===== config.mk =====
export PLATFORM = sky130hd
export DESIGN_NAME = result_demux_flat
export DESIGN_NICKNAME = d
export VERILOG_FILES = /design/src/rtl/result_demux_if.sv /design/src/rtl/result_demux.sv /design/src/flat_wrapper.sv
export SDC_FILE = /design/constraint.sdc
export NUM_CORES = 1
export LEC_CHECK = 0
export ABC_AREA = 1
export CAP_MARGIN = 20
export CORE_ASPECT_RATIO = 1.75
export CORE_MARGIN = 3
export CORE_UTILIZATION = 47
export DETAILED_ROUTE_END_ITERATION = 8
export GPL_ROUTABILITY_DRIVEN = 0
export PLACE_DENSITY = 0.87
export SLEW_MARGIN = 15
export SYNTH_ARGS = -nofsm -noshare
export SYNTH_HDL_FRONTEND = slang
export SYNTH_SLANG_ARGS = --single-unit

===== constraint.sdc =====
create_clock -name clk -period 1.7 [get_ports clk]
set_input_delay 0.34 -clock clk [delete_from_list [all_inputs] [get_ports clk]]
set_output_delay 0.34 -clock clk [all_outputs]
set_load 0.005 [all_outputs]

===== src/rtl/result_demux_if.sv =====
// Handshake bundle for result_demux: one valid/ready input stream carrying a
// destination select bit, and two registered valid/ready output streams.
//   master : producer/consumer side (drives in_*, out*_ready)
//   slave  : result_demux side (drives in_ready, out*_valid, out*_data)
interface result_demux_if #(
  parameter int unsigned WIDTH = 32
);
  logic             in_valid;
  logic             in_ready;
  logic             in_sel;
  logic [WIDTH-1:0] in_data;
  logic             out0_valid;
  logic             out0_ready;
  logic [WIDTH-1:0] out0_data;
  logic             out1_valid;
  logic             out1_ready;
  logic [WIDTH-1:0] out1_data;

  modport master (
    output in_valid, in_sel, in_data, out0_ready, out1_ready,
    input  in_ready, out0_valid, out0_data, out1_valid, out1_data
  );

  modport slave (
    input  in_valid, in_sel, in_data, out0_ready, out1_ready,
    output in_ready, out0_valid, out0_data, out1_valid, out1_data
  );
endinterface


===== src/rtl/result_demux.sv =====
// Sequential 1-to-2 demultiplexer for datapath results. Each accepted word is
// routed by in_sel into one of two one-entry output registers, giving 1-cycle
// latency and full throughput per output, plus wrapping delivery counters.
//   clk, rst_n : clock, asynchronous active-low reset
//   bus        : in_valid/in_ready/in_sel/in_data, out{0,1}_valid/ready/data
//   cnt0, cnt1 : words delivered on out0 / out1 (wrap at 2^CNT_W)
module result_demux #(
  parameter int unsigned WIDTH = 32,
  parameter int unsigned CNT_W = 16
) (
  input  logic             clk,
  input  logic             rst_n,
  result_demux_if.slave    bus,
  output logic [CNT_W-1:0] cnt0,
  output logic [CNT_W-1:0] cnt1
);

  logic             valid0_q, valid0_d;
  logic             valid1_q, valid1_d;
  logic [WIDTH-1:0] data0_q, data0_d;
  logic [WIDTH-1:0] data1_q, data1_d;
  logic [CNT_W-1:0] cnt0_q, cnt0_d;
  logic [CNT_W-1:0] cnt1_q, cnt1_d;

  logic free0, free1, in_ready_c, accept, drain0, drain1;

  // Handshake decode and next-state for both output slots
  always_comb begin
    free0      = !valid0_q || bus.out0_ready;
    free1      = !valid1_q || bus.out1_ready;
    in_ready_c = bus.in_sel ? free1 : free0;
    accept     = bus.in_valid && in_ready_c;
    drain0     = valid0_q && bus.out0_ready;
    drain1     = valid1_q && bus.out1_ready;

    valid0_d = valid0_q;
    valid1_d = valid1_q;
    data0_d  = data0_q;
    data1_d  = data1_q;
    cnt0_d   = cnt0_q;
    cnt1_d   = cnt1_q;

    // A load wins over a drain so back-to-back words keep the slot full
    if (accept && !bus.in_sel) begin
      valid0_d = 1'b1;
      data0_d  = bus.in_data;
    end else if (drain0) begin
      valid0_d = 1'b0;
    end

    if (accept && bus.in_sel) begin
      valid1_d = 1'b1;
      data1_d  = bus.in_data;
    end else if (drain1) begin
      valid1_d = 1'b0;
    end

    if (drain0) cnt0_d = cnt0_q + CNT_W'(1);
    if (drain1) cnt1_d = cnt1_q + CNT_W'(1);
  end

  // Output slot and counter registers
  always_ff @(posedge clk or negedge rst_n) begin
    if (!rst_n) begin
      valid0_q <= 1'b0;
      valid1_q <= 1'b0;
      data0_q  <= '0;
      data1_q  <= '0;
      cnt0_q   <= '0;
      cnt1_q   <= '0;
    end else begin
      valid0_q <= valid0_d;
      valid1_q <= valid1_d;
      data0_q  <= data0_d;
      data1_q  <= data1_d;
      cnt0_q   <= cnt0_d;
      cnt1_q   <= cnt1_d;
    end
  end

  assign bus.in_ready   = in_ready_c;
  assign bus.out0_valid = valid0_q;
  assign bus.out0_data  = data0_q;
  assign bus.out1_valid = valid1_q;
  assign bus.out1_data  = data1_q;
  assign cnt0           = cnt0_q;
  assign cnt1           = cnt1_q;

endmodule


===== src/flat_wrapper.sv =====
// flat-port wrapper written by rule: the top's interface ports become plain ports
module result_demux_flat 
#(
  parameter int unsigned WIDTH = 32,
  parameter int unsigned CNT_W = 16
)
  (clk, rst_n, cnt0, cnt1, bus_in_valid, bus_in_sel, bus_in_data, bus_out0_ready, bus_out1_ready, bus_in_ready, bus_out0_valid, bus_out0_data, bus_out1_valid, bus_out1_data);
  result_demux_if #(.WIDTH(WIDTH)) bus_i ();
  input  logic clk;
  input  logic rst_n;
  output logic [CNT_W-1:0] cnt0;
  output logic [CNT_W-1:0] cnt1;
  input wire logic [$bits(bus_i.in_valid)-1:0] bus_in_valid;
  input wire logic [$bits(bus_i.in_sel)-1:0] bus_in_sel;
  input wire logic [$bits(bus_i.in_data)-1:0] bus_in_data;
  input wire logic [$bits(bus_i.out0_ready)-1:0] bus_out0_ready;
  input wire logic [$bits(bus_i.out1_ready)-1:0] bus_out1_ready;
  output wire logic [$bits(bus_i.in_ready)-1:0] bus_in_ready;
  output wire logic [$bits(bus_i.out0_valid)-1:0] bus_out0_valid;
  output wire logic [$bits(bus_i.out0_data)-1:0] bus_out0_data;
  output wire logic [$bits(bus_i.out1_valid)-1:0] bus_out1_valid;
  output wire logic [$bits(bus_i.out1_data)-1:0] bus_out1_data;
  assign bus_i.in_valid = bus_in_valid;
  assign bus_i.in_sel = bus_in_sel;
  assign bus_i.in_data = bus_in_data;
  assign bus_i.out0_ready = bus_out0_ready;
  assign bus_i.out1_ready = bus_out1_ready;
  assign bus_in_ready = bus_i.in_ready;
  assign bus_out0_valid = bus_i.out0_valid;
  assign bus_out0_data = bus_i.out0_data;
  assign bus_out1_valid = bus_i.out1_valid;
  assign bus_out1_data = bus_i.out1_data;
  result_demux #(.WIDTH(WIDTH), .CNT_W(CNT_W)) u_core (.clk(clk), .rst_n(rst_n), .bus(bus_i), .cnt0(cnt0), .cnt1(cnt1));
endmodule

### Word level (Yosys, flattened, before mapping)

Cells that the tools add are included.

* register bits after elaboration: 98
* latch bits: 0
* memory bits (writable): 0
* ROM bits: 0
* bits of input ports: 38
* output and inout bits: 99
* word-level logic and storage cells: 25
* memories kept: 0

* add/subtract/negate cells: 2
* $mul: 0
* div/mod/pow operators: 0
* order comparisons: 0
* equal/unequal tests: 0
* shift-type cells: 0
* muxes and demuxes: 5
* bitwise logic cells: 0
* reduce and logical (&&, ||, !) cells: 12

Operators by type and width (number)
* adder 16 x 1 -> 16 bit, second input constant: 2
* logical AND 1 bit: 5
* two-way mux 1 bit: 5
* nonzero test 2 bit: 2
* zero test 1 bit: 3
* logical OR 1 bit: 2

### Longest topological paths before layout

Gate-level depths: netlist (run 1).

* depth in word-level cells: 6
* depth in mapped cells: 8
* mapped depth without buffers: 8

### Worst setup path after synthesis (run 1)

OpenSTA, ideal clock, no wires.

* kind: reg-to-reg
* start point: register u_core.cnt1_q[1], in the netlist u_core.cnt1[1]
* end point: register u_core.cnt1_q[14], in the netlist u_core.cnt1[14]
* data arrival time: 1.151 ns
* setup slack: 0.436 ns
* stages on the path, launching flop included: 9
* period minus slack after synthesis: 1.264 ns
* path through: dfrtp_1 > ha_1 > nand2_1 > nor2_2 > nand2_4 > nor2_4 > nand3_1 > nand2_1 > inv_1

* longest elaborated chain between the ends: 1

Ends and longest elaborated chain
* start: declaration: RTL line result_demux.sv:23 `logic [CNT_W-1:0] cnt1_q, cnt1_d;`
* start signal: assignment: RTL line result_demux.sv:77 `cnt1_q <= cnt1_d;`
* adder 16 x 1 -> 16 bit: RTL line result_demux.sv:59 `if (drain1) cnt1_d = cnt1_q + CNT_W'(1);`

No other way between the ends.
A chain may end at the register's enable or synchronous reset.

### Final worst setup path (run 1)

* start point: register u_core.cnt1_q[12], in the netlist u_core.cnt1[12]
* end point: output port cnt1[12]

RTL lines
* end: declaration: RTL line flat_wrapper.sv:12 `output logic [CNT_W-1:0] cnt1;`

No word-level cell between the ends.

==> flow_summary.toml, run 1 <==
[outcome]
status = "finished, final reports clean"

[hold_path]
hold_path_depth = 2
min_from = "u_core.bus.out0_data[13]"
hold_path_class = "reg -> reg"

[sta]
fmax_mhz = 599
layout_min_cycle_time_ns = 1.67
clock_skew_ns = 0.00808
hold_slack_ns = 0.481
finalSetupViolations = 0
relSlewSlack_pct = 69.1
finalHoldViolCount = 0
post-route-period-util_pct = 98.2
grt_setup_unrepaired = "false"
slew_violations = 0
tightestPinTransition_ns = 0.464

[synth]
synth_top_area_share_pct = 56.5
ys_types = 27
syn_nets = 492
syn-instance-count = 452
synth.cell_area_um2 = 4340
synth_area_per_cell_um2 = 9.61
synth-seq-cells = 98
synth_top_area_cell = "dfrtp_1"
synth_edf_count = 0
ys.flop_type = "dfrtp_1"
yosysSeqAreaShare_pct = 56.5
synth.area.top_cells = "dfrtp_1, nand2_1, o21ai_2, inv_1, xor2_1"
yosys_warnings = 0
async_flop_share_pct = 100

[setup_path]
r2r-start = "u_core.cnt1[0]"
slowest_stage = "clkdlybuf4s50_1"
cp_data_required_time_ns = 1.36
crit_path_start = "u_core.cnt1[12]"
crit_chain = "clkdlybuf4s50_1"
worst_setup_path_end_kind = "output port"
critPathMaxStageDelay_ns = 0.54
crit_family = "buffers and inverters"
cp_max_fo = 5
cp.arrival_ns = 1.33
cp_num_buf_inv = 1
worst-path-stages = 1
worst-setup-path-type = "reg -> out"
start_kind = "flop"
reg2reg_depth = 8

[power_and_ir_drop]
ir_drop_uv = 869
power_density_nw_per_um2 = 1090
power.total_mw = 6.75
leakage_nw = 2.97

[floorplanning]
die_w_um = 78.7
initial_core_util_pct = 49.1
io_pins = 137
die_h_um = 133
rows = 45
dieArea_um2 = 10500
design.core.area_um2 = 8840

[global_routing]
overflow = 0
grt_pass1_vias = 3662
grt_pass1_wl_mm = 17.6
antenna_found_initial = 0
grt_max_degree = 65
grt_usage_pct = 21.2

[final_layout]
diodes = 0
nFillCells = 675
regArea_um2 = 2460
multi_input_area_um2 = 1530
drive_above_1_share_pct = 14.2
post-route-util_pct = 70.3
post-route-cell-area_um2 = 6210
final_nets = 642
syn_to_final_growth_pct = 43.1

[routing]
route.detailed.drc = 0
via_per_inst = 4.93
vias = 3561
drtIter0Drc = 243
wl_per_cell_um = 15.1
dr.pass1.iters = 4
totalWireLength_mm = 10.9
ant_nets = 0

[cts]
cts_buffers = 9
clockBufferDepth = 2
clk_pin_slew_ns = 0.06
cts.sinks = 98
cts_tree = "done"
ctsHtreeMaxLevel = 3
clock_latency_ns = 0.33
root_buffer = "clkbuf_16"

[place]
hpwlAfterDp_mm = 8.20
portBuffers = 136
place_area_um2 = 5880

[job]
maxCapViolCount = 0
==> metal layers <==
metal	wire, um	GRT usage [%]	up-vias
li1	-	-	1712
met4	229	9.34	0
met5	0	0	-
met2	6170	39.5	139
met1	4000	22.8	1688
met3	557	3.72	22
==> registers in the layout, indices dropped and copies added, names as in the netlist <==
name,cells
u_core.bus.out0_data,32
u_core.bus.out1_data,32
u_core.cnt0,16
u_core.bus.out1_valid,1
u_core.cnt1,16
u_core.bus.out0_valid,1
==> final timing paths <==
path	to	slack, ns
max	cnt1[12]	0.03
min reg2reg	u_core.bus.out0_data[13]	0.48
max reg2reg	u_core.cnt1[14]	0.23
min in group asynchronous	u_core.cnt1[10]	0.50
min	u_core.bus.out0_data[13]	0.48
max in group asynchronous	u_core.cnt0[2]	0.55
==> cell families (layout without fill, tap and decap cells) <==
| family | after synthesis | in the layout | share of synthesized area (%) |
|---|---|---|---|
| AND/OR/NAND/NOR | 190 | 190 | 20.1 |
| AO/OA/AOI/OAI | 66 | 66 | 10.5 |
| buffers and inverters | 76 | 230 | 8.24 |
| XOR/XNOR | 20 | 20 | 4.03 |
| adder cells (fa/ha/maj) | 2 | 2 | 0.576 |
| flip-flops | 98 | 98 | 56.5 |
==> per-stage QoR <==
| stage | setup TNS (ns) | instances | setup slack, ns |
|---|---|---|---|
| 4_1_cts | 0 | 721 | 0.00377 |
| 2_1_floorplan | 0 | 452 | 0.436 |
| 6_report | 0 | 723 | 0.0312 |
| 5_1_grt | 0 | 723 | 0.00439 |
| 3_3_place_gp | -0.692 | 705 | -0.250 |
| 3_5_place_dp | -1.90 | 705 | -0.271 |
==> cell type report <==
| class | count | share of cell area [%] |
|---|---|---|
| Clock buffer | 11 | 3.75 |
| Clock inverter | 4 | 1.25 |
| Inverter | 62 | 3.75 |
| Multi-Input combinational cell | 278 | 24.7 |
| Sequential cell | 98 | 39.5 |
| Tap cell | 117 | 2.36 |
| Timing Repair Buffer | 153 | 24.7 |
==> synth_stat cells, types with 2 or more instances <==
| cell | instances |
|---|---|
| o21ai_1 | 13 |
| dfrtp_1 | 98 |
| buf_4 | 3 |
| xnor2_1 | 8 |
| nand3b_1 | 3 |
| nor2_2 | 3 |
| nand3_2 | 2 |
| nand4_1 | 8 |
| inv_1 | 61 |
| o21ai_2 | 33 |
| nor2_1 | 22 |
| xor2_1 | 12 |
| ha_1 | 2 |
| o21ai_0 | 18 |
| nand2_1 | 125 |
| nand2_4 | 4 |
| buf_6 | 8 |
| nand3_1 | 14 |
| clkbuf_1 | 2 |
| nor2_4 | 5 |
| nand2_2 | 2 |
==> power breakdown <==
group / switching [mW] / internal (mW) / leakage (nW)
Combinational: 0.648 / 0.982 / 1.59
Clock: 0.828 / 1.29 / 0.150
Sequential: 0.305 / 2.70 / 1.22
Total: 1.78 / 4.97 / 2.97
==> layout by cell type, fill, tap and decap left out, drive strengths merged <==
cell / instances
a31oi: 1
ha: 2
nand4: 8
nand3b: 3
dfrtp: 98
nor3b: 1
o21bai: 1
clkbuf: 12
dlygate4sd3: 1
clkinv: 2
clkdlybuf4s50: 134
o21ai: 64
bufinv: 2
xnor2: 8
nand2: 131
inv: 62
nor2: 31
xor2: 12
nand3: 16
buf: 17
==> what timing repair did <==
item | CTS | global route
endpoints found under the setup margin | 2 | 5
gates resized for setup | 3 | 4
hold buffers | 1 | 0
buffers inserted | 0 | 2
hold endpoints to repair | 30 | 0
No activity file was read; power rests on OpenSTA's default activity.
==> run 2: changes to the inputs <==
==> constraint.sdc (replaced) <==
create_clock -name clk -period 1.7 [get_ports clk]
set_input_delay 0.17 -clock clk [delete_from_list [all_inputs] [get_ports clk]]
set_output_delay 0.17 -clock clk [all_outputs]
set_load 0.005 [all_outputs]
==> run 2 against run 1 <==
  * Non-clock buffer count decreased by 7
  * Critical path depth unchanged
  * First-iteration DRC count shrank 11%
  * Sequential power is essentially flat
  * Hold slack worse by 0.13 ns
  * Clock skew shrank 0.0038 ns
  * Critical path type unchanged
  * Final cell count is 0.83% lower
  * Largest cell class unchanged
  * Via count fell by 0.20%
  * Critical endpoint is now cnt1[6]
  * Die area unchanged
==> flow_summary.toml, run 2 (same netlist as run 1, synthesis figures left out) <==
[outcome]
status = "finished, final reports clean"

[power_and_ir_drop]
power_frac_clock_pct = 30.8
seqPwrFrac_pct = 45.5
p_sw_mw = 1.78
ir_drop_uv = 703
p_comb_share_pct = 23.7
power.internal_mw = 4.82
p_sw_share_pct = 27.0
leakage_nw = 2.93
power_density_nw_per_um2 = 1070

[sta]
post-route-period-util_pct = 95.9
finalSetupViolations = 0
slew_violations = 0
tightestPinTransition_ns = 0.511
grt_setup_unrepaired = "false"
layout_min_cycle_time_ns = 1.63
finalHoldViolCount = 0
relSlewSlack_pct = 66.0
fmax_mhz = 613
clock_skew_ns = 0.00427
worst_slack_ns = 0.0690

[final_layout]
nFillCells = 674
final_common_cell = "clkdlybuf4s50_1"
post-route-cell-area_um2 = 6150
final_nets = 635
syn_to_final_growth_pct = 41.6
regArea_um2 = 2450
diodes = 0
multi_input_area_um2 = 1540
most-common-layout-cells = "clkdlybuf4s50_1, nand2_1, dfrtp_1"
drive_above_1_share_pct = 12.7

[cts]
postCtsSetupBuffers = 0
cts.sinks = 98
clock_latency_ns = 0.34
cts_buffers = 9
cts_tree = "done"
root_buffer = "clkbuf_16"
clockBufferDepth = 2
clk_pin_slew_ns = 0.06
ctsHtreeMaxLevel = 3

[setup_path]
crit_family = "buffers and inverters"
worst_setup_path_end_kind = "output port"
cp_num_buf_inv = 1
cp.arrival_ns = 1.46
slowest_stage = "clkdlybuf4s50_1"
crit_chain = "clkdlybuf4s50_1"
cp_max_fo = 5
r2r-start = "u_core.cnt1[1]"
worst-setup-path-type = "reg -> out"
critPathMaxStageDelay_ns = 0.58
reg2reg_depth = 8
r2r_end = "u_core.cnt1[14]"
cp_data_required_time_ns = 1.53
start_kind = "flop"
r2r_slack_ns = 0.28
worst-path-stages = 1

[floorplanning]
rows = 45
dieArea_um2 = 10500
initial_core_util_pct = 49.1
design.core.area_um2 = 8840
io_pins = 137
die_w_um = 78.7
die_h_um = 133

[global_routing]
grt_pass1_vias = 3662
overflow = 0
grt_max_degree = 66
grt_pass1_wl_mm = 17.4
antenna_found_initial = 0
grt_usage_pct = 21.3

[place]
portBuffers = 136
pre_cts_ws_ns = -0.0170
hpwlAfterDp_mm = 7.98
place_area_um2 = 5840

[job]
maxCapViolCount = 0

[routing]
vias = 3554
route.detailed.drc = 0
drtIter0Drc = 217
totalWireLength_mm = 10.6
via_per_inst = 4.96
ant_nets = 0
dr.pass1.iters = 4
wl_per_cell_um = 14.7

[hold_path]
hold_path_class = "in -> async"
run 2: cell types whose count changed in the layout (fill, tap and decap cells not counted):
cell           delta
dfrtp_1           +4
clkinvlp_4        +1
bufinv_16         -1
dlygate4sd2_1     +1
nand2_2           +1
clkinv_4          -1
buf_4             -7
clkbuf_2          -1
clkbuf_8          +1
clkinv_2          +1
nand2_1           -1
dfrtp_2           -4
run 2: final cells by class:
class / instances / area share (%)
clock buffer: 12 / 4.01
clock inverter: 4 / 0.834
inverter: 62 / 3.78
multi-input combinational: 278 / 25.0
sequential: 98 / 39.9
tap: 117 / 2.38
timing repair buffer: 146 / 24.2
run 2: how the worst max path moves through the flow:
stage | startpoint | to | slack, ns
2_1_floorplan | u_core.cnt1[1] | u_core.cnt1[14] | 0.44
3_3_place_gp | bus_out0_ready | bus_in_ready | 0.06
3_5_place_dp | bus_out0_ready | bus_in_ready | -0.02
4_1_cts | u_core.cnt1[6] | cnt1[6] | 0.04
5_1_grt | u_core.cnt1[6] | cnt1[6] | 0.008
6_report | u_core.cnt1[6] | cnt1[6] | 0.07
run 2: power by group through the flow:
| stage | sequential [mW] | clock, mW | combinational [mW] |
|---|---|---|---|
| 2_1_floorplan | 3.02 | 0 | 0.539 |
| 3_3_place_gp | 3.02 | 0 | 1.54 |
| 3_5_place_dp | 3.04 | 0 | 1.59 |
| 4_1_cts | 3.01 | 2.06 | 1.60 |
| 5_1_grt | 3.05 | 2.16 | 1.71 |
| 6_report | 3.00 | 2.03 | 1.56 |
run 2: what timing repair did:
item,in CTS,in global routing
hold buffers,1,0
setup endpoints to repair,1,0
gates resized for setup,2,0
endpoints found under the hold margin,36,0
run 2: through the flow:
step / std cells / total power, mW / TNS (ns) / utilization [%] / hold slack, ns
final: 717 / 6.60 / 0 / 69.6 / 0.348
after global placement: 700 / 4.56 / 0 / 66.1 / 0.173
after detailed placement: 700 / 4.63 / -0.0170 / 66.1 / 0.181
after floorplan: 452 / 3.56 / 0 / - / -0.126
after global routing: 717 / 6.93 / 0 / 69.6 / 0.400
after CTS: 717 / 6.66 / 0 / 69.6 / 0.351
run 2: routing by layer:
layer,vias up,part of all wire [%],GRT usage [%]
met4,0,2.6,8.27
met1,1697,36,22.1
met2,141,55,39.1
li1,1693,-,-
met3,23,7.0,6.56
met5,-,0,0
